--- config.mk ---
export PLATFORM = sky130hd
export DESIGN_NAME = wb_conmax_slv_tmo_flat
export DESIGN_NICKNAME = d
export VERILOG_FILES = /design/src/rtl/wb_conmax_slv_tmo_if.sv /design/src/rtl/wb_conmax_slv_tmo.sv /design/src/flat_wrapper.sv
export SDC_FILE = /design/constraint.sdc
export NUM_CORES = 1
export LEC_CHECK = 0
export CORE_MARGIN = 2
export CORE_UTILIZATION = 40
export CTS_BUF_LIST = sky130_fd_sc_hd__clkbuf_4
export CTS_CLUSTER_SIZE = 25
export DETAILED_ROUTE_END_ITERATION = 6
export DONT_BUFFER_PORTS = 1
export GPL_TIMING_DRIVEN = 0
export PLACE_DENSITY_LB_ADDON = 0.3
export SLEW_MARGIN = 15
export SYNTH_ARGS = -nofsm -noshare
export SYNTH_HDL_FRONTEND = slang
export SYNTH_SLANG_ARGS = --single-unit
--- constraint.sdc ---
create_clock -name clk_i -period 8.5 [get_ports clk_i]
set_input_delay 1.275 -clock clk_i [delete_from_list [all_inputs] [get_ports clk_i]]
set_output_delay 1.275 -clock clk_i [all_outputs]
set_load 0.05 [all_outputs]
--- src/rtl/wb_conmax_slv_tmo_if.sv ---
// Wishbone point-to-point bus bundle for the wb_conmax slave-port timeout slice.
// The master modport drives the request (data, address, selects, we, cyc, stb)
// and the slave modport drives the response (read data, ack, err, rty).
interface wb_conmax_slv_tmo_if #(
  parameter int aw = 32,
  parameter int dw = 32,
  parameter int sw = dw / 8
) ();

  logic [dw-1:0] dat_w;
  logic [dw-1:0] dat_r;
  logic [aw-1:0] adr;
  logic [sw-1:0] sel;
  logic          we;
  logic          cyc;
  logic          stb;
  logic          ack;
  logic          err;
  logic          rty;

  modport master (
    output dat_w, adr, sel, we, cyc, stb,
    input  dat_r, ack, err, rty
  );

  modport slave (
    input  dat_w, adr, sel, we, cyc, stb,
    output dat_r, ack, err, rty
  );

endinterface

--- src/rtl/wb_conmax_slv_tmo.sv ---
// Registered request/response slice with a bus-timeout watchdog, sitting between
// a wb_conmax slave-port arbiter output (s_bus) and the attached slave (wb_bus).
// A hung slave is aborted after to_cyc wait cycles and the master is terminated
// with an error, so the crossbar can never lock up on it.
// Optional macro WB_CONMAX_TMO_RTY_EN: a timeout terminates with rty instead of err.
module wb_conmax_slv_tmo #(
  parameter int            aw     = 32,
  parameter int            dw     = 32,
  parameter int            sw     = dw / 8,
  parameter int            tw     = 8,
  parameter logic [tw-1:0] to_cyc = 8'd255
) (
  input  logic                   clk_i,
  input  logic                   rst_i,
  wb_conmax_slv_tmo_if.slave     s_bus,
  wb_conmax_slv_tmo_if.master    wb_bus,
  output logic                   to_o
);

  typedef enum logic [1:0] {
    IDLE = 2'd0,
    BUSY = 2'd1,
    RESP = 2'd2
  } state_t;

  // Counter value seen during the last allowed wait cycle (counter starts at 0).
  localparam logic [tw-1:0] TO_LAST = to_cyc - tw'(1);

  state_t        state_q, state_d;
  logic [tw-1:0] cnt_q, cnt_d;
  logic [aw-1:0] adr_q, adr_d;
  logic [dw-1:0] dat_w_q, dat_w_d;
  logic [sw-1:0] sel_q, sel_d;
  logic          we_q, we_d;
  logic          cyc_q, cyc_d;
  logic [dw-1:0] dat_r_q, dat_r_d;
  logic          ack_q, ack_d;
  logic          err_q, err_d;
  logic          rty_q, rty_d;
  logic          to_q, to_d;

  logic          rsp_any;
  logic          tmo_hit;

  assign rsp_any = wb_bus.ack | wb_bus.err | wb_bus.rty;
  assign tmo_hit = (to_cyc != '0) && (cnt_q == TO_LAST);

  // State register for the IDLE/BUSY/RESP sequencer.
  always_ff @(posedge clk_i or posedge rst_i) begin
    if (rst_i) begin
      state_q <= IDLE;
    end else begin
      state_q <= state_d;
    end
  end

  // Next-state and next-register values; abort beats slave response beats timeout.
  always_comb begin
    state_d = state_q;
    cnt_d   = cnt_q;
    adr_d   = adr_q;
    dat_w_d = dat_w_q;
    sel_d   = sel_q;
    we_d    = we_q;
    cyc_d   = cyc_q;
    dat_r_d = dat_r_q;
    ack_d   = 1'b0;
    err_d   = 1'b0;
    rty_d   = 1'b0;
    to_d    = 1'b0;

    unique case (state_q)
      IDLE: begin
        cyc_d = 1'b0;
        if (s_bus.cyc && s_bus.stb) begin
          adr_d   = s_bus.adr;
          dat_w_d = s_bus.dat_w;
          sel_d   = s_bus.sel;
          we_d    = s_bus.we;
          cyc_d   = 1'b1;
          cnt_d   = '0;
          state_d = BUSY;
        end
      end

      BUSY: begin
        if (!s_bus.cyc) begin
          cyc_d   = 1'b0;
          state_d = IDLE;
        end else if (rsp_any) begin
          cyc_d   = 1'b0;
          err_d   = wb_bus.err;
          rty_d   = !wb_bus.err && wb_bus.rty;
          ack_d   = !wb_bus.err && !wb_bus.rty && wb_bus.ack;
          dat_r_d = wb_bus.dat_r;
          state_d = RESP;
        end else if (tmo_hit) begin
          cyc_d   = 1'b0;
`ifdef WB_CONMAX_TMO_RTY_EN
          rty_d   = 1'b1;
`else
          err_d   = 1'b1;
`endif
          to_d    = 1'b1;
          dat_r_d = '0;
          state_d = RESP;
        end else if (cnt_q != '1) begin
          cnt_d = cnt_q + tw'(1);
        end
      end

      RESP: begin
        state_d = IDLE;
      end

      default: begin
        cyc_d   = 1'b0;
        state_d = IDLE;
      end
    endcase
  end

  // Datapath, counter and registered bus outputs.
  always_ff @(posedge clk_i or posedge rst_i) begin
    if (rst_i) begin
      cnt_q   <= '0;
      adr_q   <= '0;
      dat_w_q <= '0;
      sel_q   <= '0;
      we_q    <= 1'b0;
      cyc_q   <= 1'b0;
      dat_r_q <= '0;
      ack_q   <= 1'b0;
      err_q   <= 1'b0;
      rty_q   <= 1'b0;
      to_q    <= 1'b0;
    end else begin
      cnt_q   <= cnt_d;
      adr_q   <= adr_d;
      dat_w_q <= dat_w_d;
      sel_q   <= sel_d;
      we_q    <= we_d;
      cyc_q   <= cyc_d;
      dat_r_q <= dat_r_d;
      ack_q   <= ack_d;
      err_q   <= err_d;
      rty_q   <= rty_d;
      to_q    <= to_d;
    end
  end

  assign wb_bus.adr   = adr_q;
  assign wb_bus.dat_w = dat_w_q;
  assign wb_bus.sel   = sel_q;
  assign wb_bus.we    = we_q;
  assign wb_bus.cyc   = cyc_q;
  assign wb_bus.stb   = cyc_q;

  assign s_bus.dat_r  = dat_r_q;
  assign s_bus.ack    = ack_q;
  assign s_bus.err    = err_q;
  assign s_bus.rty    = rty_q;

  assign to_o         = to_q;

endmodule

--- src/flat_wrapper.sv ---
// flat-port wrapper written by rule: the top's interface ports become plain ports
module wb_conmax_slv_tmo_flat 
#(
  parameter int            aw     = 32,
  parameter int            dw     = 32,
  parameter int            sw     = dw / 8,
  parameter int            tw     = 8,
  parameter logic [tw-1:0] to_cyc = 8'd255
)
  (clk_i, rst_i, to_o, s_bus_dat_w, s_bus_adr, s_bus_sel, s_bus_we, s_bus_cyc, s_bus_stb, s_bus_dat_r, s_bus_ack, s_bus_err, s_bus_rty, wb_bus_dat_w, wb_bus_adr, wb_bus_sel, wb_bus_we, wb_bus_cyc, wb_bus_stb, wb_bus_dat_r, wb_bus_ack, wb_bus_err, wb_bus_rty);
  wb_conmax_slv_tmo_if #(.aw(aw), .dw(dw), .sw(sw)) s_bus_i ();
  wb_conmax_slv_tmo_if #(.aw(aw), .dw(dw), .sw(sw)) wb_bus_i ();
  input  logic clk_i;
  input  logic rst_i;
  output logic to_o;
  input wire logic [$bits(s_bus_i.dat_w)-1:0] s_bus_dat_w;
  input wire logic [$bits(s_bus_i.adr)-1:0] s_bus_adr;
  input wire logic [$bits(s_bus_i.sel)-1:0] s_bus_sel;
  input wire logic [$bits(s_bus_i.we)-1:0] s_bus_we;
  input wire logic [$bits(s_bus_i.cyc)-1:0] s_bus_cyc;
  input wire logic [$bits(s_bus_i.stb)-1:0] s_bus_stb;
  output wire logic [$bits(s_bus_i.dat_r)-1:0] s_bus_dat_r;
  output wire logic [$bits(s_bus_i.ack)-1:0] s_bus_ack;
  output wire logic [$bits(s_bus_i.err)-1:0] s_bus_err;
  output wire logic [$bits(s_bus_i.rty)-1:0] s_bus_rty;
  output wire logic [$bits(wb_bus_i.dat_w)-1:0] wb_bus_dat_w;
  output wire logic [$bits(wb_bus_i.adr)-1:0] wb_bus_adr;
  output wire logic [$bits(wb_bus_i.sel)-1:0] wb_bus_sel;
  output wire logic [$bits(wb_bus_i.we)-1:0] wb_bus_we;
  output wire logic [$bits(wb_bus_i.cyc)-1:0] wb_bus_cyc;
  output wire logic [$bits(wb_bus_i.stb)-1:0] wb_bus_stb;
  input wire logic [$bits(wb_bus_i.dat_r)-1:0] wb_bus_dat_r;
  input wire logic [$bits(wb_bus_i.ack)-1:0] wb_bus_ack;
  input wire logic [$bits(wb_bus_i.err)-1:0] wb_bus_err;
  input wire logic [$bits(wb_bus_i.rty)-1:0] wb_bus_rty;
  assign s_bus_i.dat_w = s_bus_dat_w;
  assign s_bus_i.adr = s_bus_adr;
  assign s_bus_i.sel = s_bus_sel;
  assign s_bus_i.we = s_bus_we;
  assign s_bus_i.cyc = s_bus_cyc;
  assign s_bus_i.stb = s_bus_stb;
  assign s_bus_dat_r = s_bus_i.dat_r;
  assign s_bus_ack = s_bus_i.ack;
  assign s_bus_err = s_bus_i.err;
  assign s_bus_rty = s_bus_i.rty;
  assign wb_bus_dat_w = wb_bus_i.dat_w;
  assign wb_bus_adr = wb_bus_i.adr;
  assign wb_bus_sel = wb_bus_i.sel;
  assign wb_bus_we = wb_bus_i.we;
  assign wb_bus_cyc = wb_bus_i.cyc;
  assign wb_bus_stb = wb_bus_i.stb;
  assign wb_bus_i.dat_r = wb_bus_dat_r;
  assign wb_bus_i.ack = wb_bus_ack;
  assign wb_bus_i.err = wb_bus_err;
  assign wb_bus_i.rty = wb_bus_rty;
  wb_conmax_slv_tmo #(.aw(aw), .dw(dw), .sw(sw), .tw(tw), .to_cyc(to_cyc)) u_core (.clk_i(clk_i), .rst_i(rst_i), .s_bus(s_bus_i), .wb_bus(wb_bus_i), .to_o(to_o));
endmodule
==> metrics <==
status=finished, final reports clean; number of flops mapped to enable cells by yosys=0; Slowest Stage Delay on Critical Path=680 ps; Final HPWL DP=6.596 mm; overflow left after global routing=0; via count of the routed design=2503; post-layout min period=2739 ps; prevailing post-synth register cell=dfrtp_1; synthesized net count=401; initial antenna violation count=1; sequential area share after synthesis=65.00%; final WL=8.982 mm; clock latency on the worst-skew pair=490 ps; final std cell area, no fill=4957 µm²; share of the synthesized area in the top cell type=65.00%; post-CTS repair timing setup buffer count=0; reg2reg end=u_core.cnt_q[1]$_DFFE_PP0P_; clk root buf=clkbuf_4; synthesized area=4466 µm²; DR WL met2=4.766 mm; routed wl met3=a little under 600 µm; Longest Clk Path Bufs=2; initial cell density of the core=41.01%; Routed Antenna Nets=0; Cell variety after synth=39; synthesized area per cell=15.35 µm²; nature of the critical path startpoint=register; Lkg Pwr=0.002188 µW; buffers added on ports=0; Async S/R FF share, synth=100.0%; crit-path cells=buf_4; largest net degree at the start of global routing=between 60 and 70; Required @ worst endpoint=slightly above 7000 ps; fin. max-slew vios=0; gr usage total=15.56%; # fillers=985; CP arrival=1460 ps; top sig layer=met4; commonest cells after routing, fill and taps aside=dfrtp_1 (116), mux2_2 (51), a22o_1 (32), clkbuf_4 (19), mux2_1 (18); clock sinks=approximately 120; fmax=365.1 MHz; Core ar.=10890 µm²; DP Area=around 4700 µm²; fin crit share=roughly a third; Die X=109.7 µm; Synthesis Warnings=0; Worst path depth=1; Clock Pin Slew Worst Setup and Hold Paths=100 ps; #FFs+latches synth=116; cells on worst reg2reg path=7; r2r startpoint=u_core.cnt_q[0]$_DFFE_PP0P_; cell taking the most area after synthesis=dfrtp_1; most common cell after layout, fill and taps aside=dfrtp_1; Critical Path Source=u_core.wb_bus.cyc$_DFFE_PP0P_; Synth Instances=291; CP Buf/Inv Count=1; Sum Neg Setup Slack=0 ps; FF+latch area=2903 µm²; I/O Pins=roughly 220; fin nets=about 420; maximum vdd drop=0.1662 mV; Multi-input gate area=1448 µm²; RSZ-0062 raised after global routing=false; Pwr per Cell Area=about 330 nW/µm²; Critical Path End Type=output port; CTS tree=done; Rel. slew slack=a little under half; vias in the first global route=2580; final number of setup-violating endpoints=0; main area contributors after synthesis=dfrtp_1 (65%), mux2_2 (13%), a22o_1 (6.3%); CTS buffer count=17; vias per cell=about 5.4; Hold Path Class=register to register; CP max FO=3; Slew @ Worst Pin=787.5 ps; CP delay by family, top=flip-flops; wl on met1=about 3.5 mm; 1st-pass router iterations=5; Layout area overhead=11.01%; final cell utilization of the core=45.53%; slowest cell on the critical path=dfrtp_1; Total Die Area=12030 µm²; global-route wire length before repair=13.63 mm; CTS resizes=0; Final GP Congestion=0.7161; reg2reg setup slack=roughly 6400 ps; row count=38; routed length per instance=19.36 µm; Die Span Y=109.7 µm; max-cap violations=0; DRC=0; Hold Buf Count CTS=0; DRT iter0 DRCs=a little under 90; Fin. Hold Viols=0; Layout Skew=approximately 12 ps; crit path kind=register to output port; fraction of layout cells with a size suffix above 1=31.89%; critical path endpoint=wb_bus_stb; H-tree depth=4
## power breakdown
| part | switching (µW) | internal (µW) |
|---|---|---|
| logic | 53.2 | 86.4 |
| registers | 462 | 651 |
| clock network | 191 | 204 |
## worst min path at each step
stage / slack (ps) / depth (start not counted) / endpoint / start
finish: 530 / 1 / u_core.cnt_q[5]$_DFFE_PP0P_ / u_core.cnt_q[5]$_DFFE_PP0P_
CTS: 530 / 1 / u_core.cnt_q[5]$_DFFE_PP0P_ / u_core.cnt_q[5]$_DFFE_PP0P_
detailed placement: 510 / 1 / u_core.cnt_q[5]$_DFFE_PP0P_ / u_core.cnt_q[5]$_DFFE_PP0P_
global route: 550 / 1 / u_core.cnt_q[5]$_DFFE_PP0P_ / u_core.cnt_q[5]$_DFFE_PP0P_
floorplan: 470 / 1 / u_core.cnt_q[5]$_DFFE_PP0P_ / u_core.cnt_q[5]$_DFFE_PP0P_
global placement: 500 / 1 / u_core.cnt_q[5]$_DFFE_PP0P_ / u_core.cnt_q[5]$_DFFE_PP0P_
## through the flow
step	cells	setup WS (ps)	total power (µW)	hold slack [ps]
3_3_place_gp	431	3006	1261	504.2
5_1_grt	464	5681	1726	553.4
6_report	464	5761	1648	525.2
4_1_cts	463	5688	1672	526.5
3_5_place_dp	432	5597	1270	509.1
2_1_floorplan	291	4153	1220	473.0
## cells in the mapped netlist (2+ instances only)
cell type  number
dfrtp_1       116
mux2_2         51
a22o_1         32
mux2_1         18
buf_2           8
a31oi_1         7
nand2_1         7
nor2_1          5
a21oi_1         4
buf_6           4
inv_1           3
nand3_1         3
a41oi_1         2
and4_1          2
clkbuf_1        2
ha_1            2
nand2b_1        2
nor2b_1         2
## final cells by class
cell class | instances | share of cell area, %
Antenna cell | 1 | 0.05048
Buffer | 15 | 2.019
Clock buffer | 19 | 2.877
Clock inverter | 12 | 2.802
Inverter | 4 | 0.4038
Multi-Input combinational cell | 156 | 29.20
Sequential cell | 116 | 58.56
Tap cell | 140 | 3.534
Timing Repair Buffer | 1 | 0.5553
## layer usage
metal | vias to the layer above | global-route usage [%]
met3 | 12 | 6.461
met5 | - | 0
li1 | 1109 | -
met4 | 0 | 7.866
met2 | 112 | 24.47
met1 | 1270 | 18.32
## registers in the layout, summed over array words and instances, names as in the netlist
name	cells
u_core.wb_bus.dat_w	32
u_core.state_q	2
u_core.wb_bus.we	1
u_core.s_bus.dat_r	32
u_core.s_bus.rty	1
u_core.s_bus.ack	1
u_core.wb_bus.adr	32
u_core.wb_bus.cyc	1
u_core.wb_bus.sel	4
u_core.cnt_q	8
u_core.s_bus.err	1
u_core.to_o	1
## logic make-up (layout without fill, tap and decap cells)
| group | after synthesis | after routing | synth area share [%] |
|---|---|---|---|
| AO/OA/AOI/OAI | 53 | 53 | 9.807 |
| AND/OR/NAND/NOR | 31 | 31 | 4.315 |
| buffers and inverters | 19 | 51 | 2.578 |
| other | 0 | 1 | 0 |
| multiplexers | 70 | 70 | 17.74 |
| adder cells (fa/ha/maj) | 2 | 2 | 0.5603 |
| flip-flops | 116 | 116 | 65.00 |
Note: power is estimated with default switching activity, not from simulation.
